File: src/rtl/mem_arb_pkg.sv
`default_nettype none
// ============================================================================
// Module   : mem_arb_pkg
// Purpose  : Shared types and constants for the memory port arbiter.
//            Contains the FSM state encoding, the owner encoding, the whb
//            access-size codes and a width helper for the starvation counter.
// Ports    : none (package)
// Config   : MEM_ARB_FAIR_EN selects the fairness counter in the users of
//            this package; the package itself is unconditional.
// Revision : 1.0 - initial release
// ============================================================================
package mem_arb_pkg;

    typedef enum logic [1:0] {
        IDLE = 2'd0,
        REQ  = 2'd1,
        WAIT = 2'd2
    } state_t;

    typedef enum logic {
        OWN_IF = 1'b0,
        OWN_D  = 1'b1
    } owner_t;

    // Access size/sign codes, identical to the decoder's whb field.
    localparam logic [2:0] WHB_B  = 3'd0;
    localparam logic [2:0] WHB_H  = 3'd1;
    localparam logic [2:0] WHB_W  = 3'd2;
    localparam logic [2:0] WHB_BU = 3'd3;
    localparam logic [2:0] WHB_HU = 3'd4;

    // Bits needed to hold the values 0..limit (never narrower than 1 bit).
    function automatic int unsigned cnt_width(input int unsigned limit);
        return (limit < 2) ? 1 : $clog2(limit + 1);
    endfunction

endpackage : mem_arb_pkg
`default_nettype wire

File: src/rtl/mem_arb_fair_ctr.sv
`default_nettype none
// ============================================================================
// Module   : mem_arb_fair_ctr
// Purpose  : Saturating starvation counter. Counts data grants made while a
//            fetch request is waiting; cleared by any fetch grant.
// Ports    : clk, rst      - clock, synchronous active-high reset
//            d_grant       - data request accepted this cycle
//            if_grant      - fetch request accepted this cycle
//            if_pending    - fetch request currently valid
//            starve_cnt    - current count, saturates at STARVE_LIMIT
// Config   : only instantiated when MEM_ARB_FAIR_EN is defined.
// Revision : 1.0 - initial release
// ============================================================================
module mem_arb_fair_ctr
    import mem_arb_pkg::*;
#(
    parameter int unsigned STARVE_LIMIT = 4,
    parameter int unsigned CNT_W        = cnt_width(STARVE_LIMIT)
) (
    input  logic             clk,
    input  logic             rst,
    input  logic             d_grant,
    input  logic             if_grant,
    input  logic             if_pending,
    output logic [CNT_W-1:0] starve_cnt
);

    always_ff @(posedge clk) begin
        if (rst) begin
            starve_cnt <= '0;
        end else if (if_grant) begin
            starve_cnt <= '0;
        end else if (d_grant && if_pending &&
                     (starve_cnt != CNT_W'(STARVE_LIMIT))) begin
            starve_cnt <= starve_cnt + CNT_W'(1);
        end
    end

endmodule : mem_arb_fair_ctr
`default_nettype wire

File: src/rtl/mem_port_arbiter.sv
`default_nettype none
// ============================================================================
// Module   : mem_port_arbiter
// Purpose  : Shares one memory port between instruction fetch and the
//            load/store unit. One transaction in flight at a time; the
//            response is routed back to the requester that issued it.
//            Data has priority; with MEM_ARB_FAIR_EN defined, fetch is
//            forced through after STARVE_LIMIT data grants while it waits.
// Ports    : clk, rst                    - clock, sync active-high reset
//            if_req_valid/ready, if_addr - fetch request
//            if_rsp_valid/data           - fetch response (1-cycle pulse)
//            d_req_valid/ready, d_addr, d_wdata, d_we, d_whb - data request
//            d_rsp_valid/data            - data response (1-cycle pulse)
//            mem_req_valid/ready, mem_addr, mem_wdata, mem_we, mem_whb
//                                        - memory request
//            mem_rsp_valid/data          - memory response
// Config   : MEM_ARB_FAIR_EN - enables the fetch starvation counter.
// Revision : 1.0 - initial release
// ============================================================================
module mem_port_arbiter
    import mem_arb_pkg::*;
#(
    parameter int unsigned STARVE_LIMIT = 4
) (
    input  logic        clk,
    input  logic        rst,
    input  logic        if_req_valid,
    output logic        if_req_ready,
    input  logic [31:0] if_addr,
    output logic        if_rsp_valid,
    output logic [31:0] if_rsp_data,
    input  logic        d_req_valid,
    output logic        d_req_ready,
    input  logic [31:0] d_addr,
    input  logic [31:0] d_wdata,
    input  logic        d_we,
    input  logic [2:0]  d_whb,
    output logic        d_rsp_valid,
    output logic [31:0] d_rsp_data,
    output logic        mem_req_valid,
    input  logic        mem_req_ready,
    output logic [31:0] mem_addr,
    output logic [31:0] mem_wdata,
    output logic        mem_we,
    output logic [2:0]  mem_whb,
    input  logic        mem_rsp_valid,
    input  logic [31:0] mem_rsp_data
);

    localparam int unsigned c_cnt_w = cnt_width(STARVE_LIMIT);

    state_t               r_state;
    owner_t               r_owner;
    logic                 w_idle;
    logic                 w_fair_force;
    logic                 w_grant_d;
    logic                 w_grant_if;
    logic [c_cnt_w-1:0]   w_starve_cnt;

`ifdef MEM_ARB_FAIR_EN
    mem_arb_fair_ctr #(
        .STARVE_LIMIT (STARVE_LIMIT)
    ) u_fair_ctr (
        .clk        (clk),
        .rst        (rst),
        .d_grant    (w_grant_d),
        .if_grant   (w_grant_if),
        .if_pending (if_req_valid),
        .starve_cnt (w_starve_cnt)
    );
`else
    // No counter: with a constant zero count the override below folds away.
    assign w_starve_cnt = '0;
`endif

    // Fetch overrides data priority once it has been starved long enough.
    assign w_fair_force = if_req_valid &&
                          (w_starve_cnt == c_cnt_w'(STARVE_LIMIT));

    assign w_idle     = (r_state == IDLE);
    assign w_grant_d  = w_idle && d_req_valid && !w_fair_force;
    assign w_grant_if = w_idle && if_req_valid && (!d_req_valid || w_fair_force);

    assign d_req_ready  = w_grant_d;
    assign if_req_ready = w_grant_if;

    always_ff @(posedge clk) begin
        if (rst) begin
            r_state       <= IDLE;
            r_owner       <= OWN_IF;
            mem_req_valid <= 1'b0;
            mem_addr      <= '0;
            mem_wdata     <= '0;
            mem_we        <= 1'b0;
            mem_whb       <= '0;
            if_rsp_valid  <= 1'b0;
            d_rsp_valid   <= 1'b0;
            if_rsp_data   <= '0;
            d_rsp_data    <= '0;
        end else begin
            // Response valids are single-cycle pulses.
            if_rsp_valid <= 1'b0;
            d_rsp_valid  <= 1'b0;

            unique case (r_state)
                IDLE: begin
                    if (w_grant_d) begin
                        r_owner       <= OWN_D;
                        mem_addr      <= d_addr;
                        mem_wdata     <= d_wdata;
                        mem_we        <= d_we;
                        mem_whb       <= d_whb;
                        mem_req_valid <= 1'b1;
                        r_state       <= REQ;
                    end else if (w_grant_if) begin
                        // Fetches are always word reads.
                        r_owner       <= OWN_IF;
                        mem_addr      <= if_addr;
                        mem_wdata     <= '0;
                        mem_we        <= 1'b0;
                        mem_whb       <= WHB_W;
                        mem_req_valid <= 1'b1;
                        r_state       <= REQ;
                    end
                end
                REQ: begin
                    if (mem_req_ready) begin
                        mem_req_valid <= 1'b0;
                        r_state       <= WAIT;
                    end
                end
                WAIT: begin
                    if (mem_rsp_valid) begin
                        if (r_owner == OWN_D) begin
                            d_rsp_data  <= mem_rsp_data;
                            d_rsp_valid <= 1'b1;
                        end else begin
                            if_rsp_data  <= mem_rsp_data;
                            if_rsp_valid <= 1'b1;
                        end
                        r_state <= IDLE;
                    end
                end
                default: begin
                    r_state <= IDLE;
                end
            endcase
        end
    end

endmodule : mem_port_arbiter
`default_nettype wire

File: config.mk
export PLATFORM = sky130hd
export DESIGN_NAME = mem_port_arbiter
export DESIGN_NICKNAME = d
export VERILOG_FILES = /design/src/rtl/mem_arb_pkg.sv /design/src/rtl/mem_arb_fair_ctr.sv /design/src/rtl/mem_port_arbiter.sv
export SDC_FILE = /design/constraint.sdc
export NUM_CORES = 1
export LEC_CHECK = 0
export ABC_AREA = 1
export ABC_CLOCK_PERIOD_IN_PS = 3200
export BUFFER_PORTS_ARGS = -buffer_cell sky130_fd_sc_hd__buf_2
export CELL_PAD_IN_SITES_DETAIL_PLACEMENT = 0
export CELL_PAD_IN_SITES_GLOBAL_PLACEMENT = 2
export CORE_ASPECT_RATIO = 1.1
export CORE_MARGIN = 3
export CORE_UTILIZATION = 25
export CTS_CLUSTER_SIZE = 16
export DETAILED_ROUTE_END_ITERATION = 7
export MAX_ROUTING_LAYER = met4
export PLACE_DENSITY_LB_ADDON = 0.1
export SKIP_CTS_REPAIR_TIMING = 1
export SLEW_MARGIN = 20
export SYNTH_ARGS = -nofsm -noshare
export SYNTH_HDL_FRONTEND = slang
export SYNTH_SLANG_ARGS = --single-unit
File: constraint.sdc
create_clock -name clk -period 3.2 [get_ports clk]
set_clock_uncertainty 0.15 [all_clocks]
set_input_delay 0.48 -clock clk [delete_from_list [all_inputs] [get_ports clk]]
set_output_delay 0.48 -clock clk [all_outputs]
set_load 0.005 [all_outputs]
Word level (Yosys, flattened, before mapping):

Cells that the tools add are included.

* eq/ne operators: 5
* mux-type cells: 20
* bitwise logic cells: 3
* reduce and logical (&&, ||, !) cells: 13

Operators with widths (number)
* $mux W32: 4
* $reduce_and A3 Y1: 4
* $mux W1: 8
* $mux W2: 4
* $mux W3: 2
* $pmux W2 S3: 1
* $ne A2 B2 Y1 const B: 2
* $reduce_bool A2 Y1: 2
* $logic_and A1 B1 Y1: 3
* $ne A3 B3 Y1 const B: 1
* $not A1 Y1: 3
* $reduce_or A3 Y1: 1
* $eq A2 B1 Y1 const B: 1
* $eq A2 B2 Y1 const B: 1
* $logic_not A2 Y1: 1
* $pmux W1 S2: 1
* $reduce_and A2 Y1: 1
* $logic_not A1 Y1: 1

* output and inout bits: 137
* word-level logic and storage cells: 52
* register bits: 138
* input bits: 138

Longest topological paths before layout:

* word-level depth: 6
* gate-level depth with buffers: 7
* gate-level depth less buffers: 6

Worst setup path after synthesis:

No wires, ideal clock.

* path kind: input to output
* start: in d_req_valid
* end: out d_req_ready
* path buffers: 2
* data required time: 2.570 ns
* data arrival time: 1.044 ns
* setup slack: 1.526 ns
* cell stages on the path: 4
* cells stage by stage: buf_2 -> nand2_2 -> inv_2 -> buf_2

* word-level cells in the longest chain between the ends: 1

RTL lines
* start: declaration: line mem_port_arbiter.sv:32 `input logic d_req_valid,`
* $logic_and A1 B1 Y1: line mem_port_arbiter.sv:81 `assign w_grant_d = w_idle && d_req_valid && !w_fair_force;`
* end: declaration: line mem_port_arbiter.sv:33 `output logic d_req_ready,`

Every way passes these cells.

Worst setup path in the final report:

* start: reg r_state[0]
* end: out d_req_ready

* word-level cells in the longest chain between the ends: 2

RTL lines
* start: declaration: line mem_port_arbiter.sv:52 `state_t r_state;`
* start signal: assignment: line mem_port_arbiter.sv:89 `r_state <= IDLE;`
* start signal: assignment: line mem_port_arbiter.sv:114 `r_state <= REQ;`
* start signal: assignment: line mem_port_arbiter.sv:123 `r_state <= REQ;`
* $logic_not A2 Y1: line mem_port_arbiter.sv:80 `assign w_idle = (r_state == IDLE);`
* $logic_and A1 B1 Y1: line mem_port_arbiter.sv:81

Every way passes these cells.

==> results.md <==
- RSZ-0062 raised after global routing: false
- Core ar.: roughly 21000 sq um
- Final #Nets: 1166
- First-pass GRT wire length: approximately 29 mm
- Placed cells: approximately 1300
- Status: completed
- Total Die Area: between 20000 and 25000 sq um
- Routed Wire Length: between 15 and 20 mm
- Max stage delay cell, worst path: nor2_4
- Worst EP required: 2570 ps
- Num ports: 275
- Worst r2r src: r_state[0]
- Routed Antenna Nets: 0
- Final critical-path setup slack: around 800 ps
- Min-Delay Path Depth: 3
- Min cycle time layout: around 2400 ps
- Crit end category: output port
- Gate count of the mapped netlist: between 700 and 800
- Non-Filler Instances: 1327
- Slew Viols, Final: 0
- Area contributors post-synth: dfxtp_1 (51%), nand2_1 (14%), nor2_1 (14%)
- DR iter-0 viols: 225
- Final Cell Area: 7600 sq um
- Sequential area share after synthesis: 51.4%
- Min-delay src: d_wdata[20]
- # rows: 55
- Data arrival, critical path: roughly 1800 ps
- Routed via count: roughly 5500
- Setup WS pre-CTS: 909 ps
- Port bufs: about 270
- Setup TNS: 0 ps
- Netlist cell types: 16
- Reg2reg path depth: 6
- Dominant synthesized flop cell: dfxtp_1
- Clk_lat worst skew: ~400 ps
- Total GRT Usage: about 16%
- Slew headroom: between 50% and 60%
- Top cell type's share of synthesized area: approximately half
- Clock Sinks: between 100 and 150
- TritonCTS buffer count: 17
- Initial DRT Pass Iterations: 4
- Largest stage delay, worst path: ~450 ps
- Clock root buffer master: clkbuf_16
- Period utilization: between 70 and 80%
- Maximum capacitance violations: 0
- Worst slew pin tran: between 700 and 800 ps
- DRC violations left: 0
- Net count after synthesis: approximately 900
- Routability Congestion: roughly 0.75
- YS warnings: 0
- Crit Path Category: reg2out
- Count leader, synth: nand2_1
- Worst hold endpoint: mem_wdata[20]
- Async SR Flop Fraction: 0%
- H-tree depth: 4
- Worst-path maximum fanout: 20
- Delay-heaviest family, CP: simple AND/OR/NAND/NOR gates
- Largest net degree at the start of global routing: between 50 and 60
- Worst vdd ir: between 0.0003 and 0.0004 V
- Layout cell share with drive strength beyond 1: about 31%
- CTS tree: yes
- Post-synth EDFFs: 0
- #FFs+latches synth: 138
- Cell Area, Synth: between 5000 and 6000 sq um
- Top cells by count, synth: nand2_1 (203), nor2_1 (197), dfxtp_1 (138)
- Setup violations, final: 0
- F_max: around 410 MHz
- Die Ht: about 160 um
- Routed vias/inst: ~4.2
- Largest area contributor in the netlist: dfxtp_1
- Final hold vios: 0
- Worst path cell trace: nor2_4 > nand2_2 > inv_2 > buf_2
- Reg-to-reg endpoint: mem_wdata[30]
- HPWL after DPL: 13.0 mm
- Initial Util: 25.8%
- Hold_ws: 151 ps
- Overflow after GRT: 0
- Pwr dens: a little under 600 nW/um^2
- Chip Width: 146 um
- Min-delay worst type: in2reg
- R2R setup slack: ~1300 ps
- Leakage: 3.83 nW
- Avg Cell Area, Syn: between 6 and 7 sq um
- Avg WL per Cell: approximately 14 um
- Area delta synth->final: 41.4%
- CTS clk-pin slew, worst paths: roughly 70 ps
- Initial antenna violation count: 1
- Vias in the first global route: ~5500
- Crit start category: flip-flop
- Clk buf depth: 2
- Placed inst area: around 7000 sq um
- CP bufs+invs: 2
-- layout make-up --
class | count | area (sq um)
timing repair buffer | 288 | 1510
clock buffer | 19 | 443
sequential | 138 | 2760
antenna | 1 | 2.50
inverter | 40 | 150
fill | 2389 | 13300
clock inverter | 13 | 133
multi-input combinational | 543 | 2240
tap | 285 | 357
-- layout by cell type, fill, tap and decap left out --
cell type / synthesis / layout
clkinv_4: 0 / 2
nand4_1: 1 / 1
clkinvlp_4: 0 / 4
diode_2: 0 / 1
a21oi_1: 40 / 40
inv_6: 0 / 5
nand2_1: 203 / 203
buf_2: 20 / 274
nand3_1: 33 / 33
bufinv_16: 0 / 1
nand2_2: 1 / 1
buf_12: 0 / 3
inv_8: 0 / 1
o21ai_0: 65 / 65
clkbuf_1: 27 / 1
dfxtp_1: 138 / 138
clkbuf_8: 0 / 1
nand3b_1: 1 / 1
buf_4: 4 / 11
inv_1: 38 / 37
nor2_1: 197 / 197
o21ai_4: 0 / 1
nor2_4: 1 / 1
inv_2: 2 / 3
clkbuf_16: 0 / 17
-- worst min-delay path: stages --
cell	delay [ps]
buf_2	90
nand2_1	50
a21oi_1	50
-- per-stage QoR --
| step | power, W | util, % |
|---|---|---|
| 2_1_floorplan | 0.00225 | - |
| 3_5_place_dp | 0.00255 | 33.7 |
| 4_1_cts | 0.00451 | 36.4 |
| 6_report | 0.00441 | 36.5 |
| 5_1_grt | 0.00468 | 36.5 |
| 3_3_place_gp | 0.00255 | 33.7 |
-- flip-flops by register name (all words and copies together), names as in the netlist, 2 cells and up --
signal       count
r_state          2
d_rsp_data      32
mem_wdata       32
mem_addr        32
if_rsp_data     32
mem_whb          3
-- routing by layer --
metal	vias up	part of all wire [%]	global-route usage (%)
li1	2911	-	-
met3	20	6.8	4.68
met4	0	1.7	5.27
met1	2421	44	19.0
met2	167	47	26.0
met5	-	0	-
-- logic make-up (layout without fill, tap and decap cells) --
| family | Yosys count | count (layout) | synth area share, % |
|---|---|---|---|
| and+or+nand+nor | 437 | 437 | 31.6 |
| DFF | 138 | 138 | 51.4 |
| buffers and inverters | 91 | 360 | 7.10 |
| AOI/OAI and AO/OA | 106 | 106 | 9.94 |
| other | 0 | 1 | 0 |
-- worst max path at each step --
stage	slack (ps)	from	to	cells past startpoint
global route	590	r_state[0]	d_req_ready	4
detailed placement	910	d_req_valid	d_req_ready	4
finish	780	r_state[0]	d_req_ready	4
global placement	900	d_req_valid	d_req_ready	4
CTS	700	r_state[0]	d_req_ready	4
floorplan	1530	d_req_valid	d_req_ready	4
-- power breakdown --
| group | internal (W) | switching [W] |
|---|---|---|
| logic | 0.000265 | 0.000364 |
| clock network | 0.00111 | 0.000810 |
| registers | 0.00182 | 0.0000475 |
| total | 0.00319 | 0.00122 |
(Power assumes the default switching activity.)
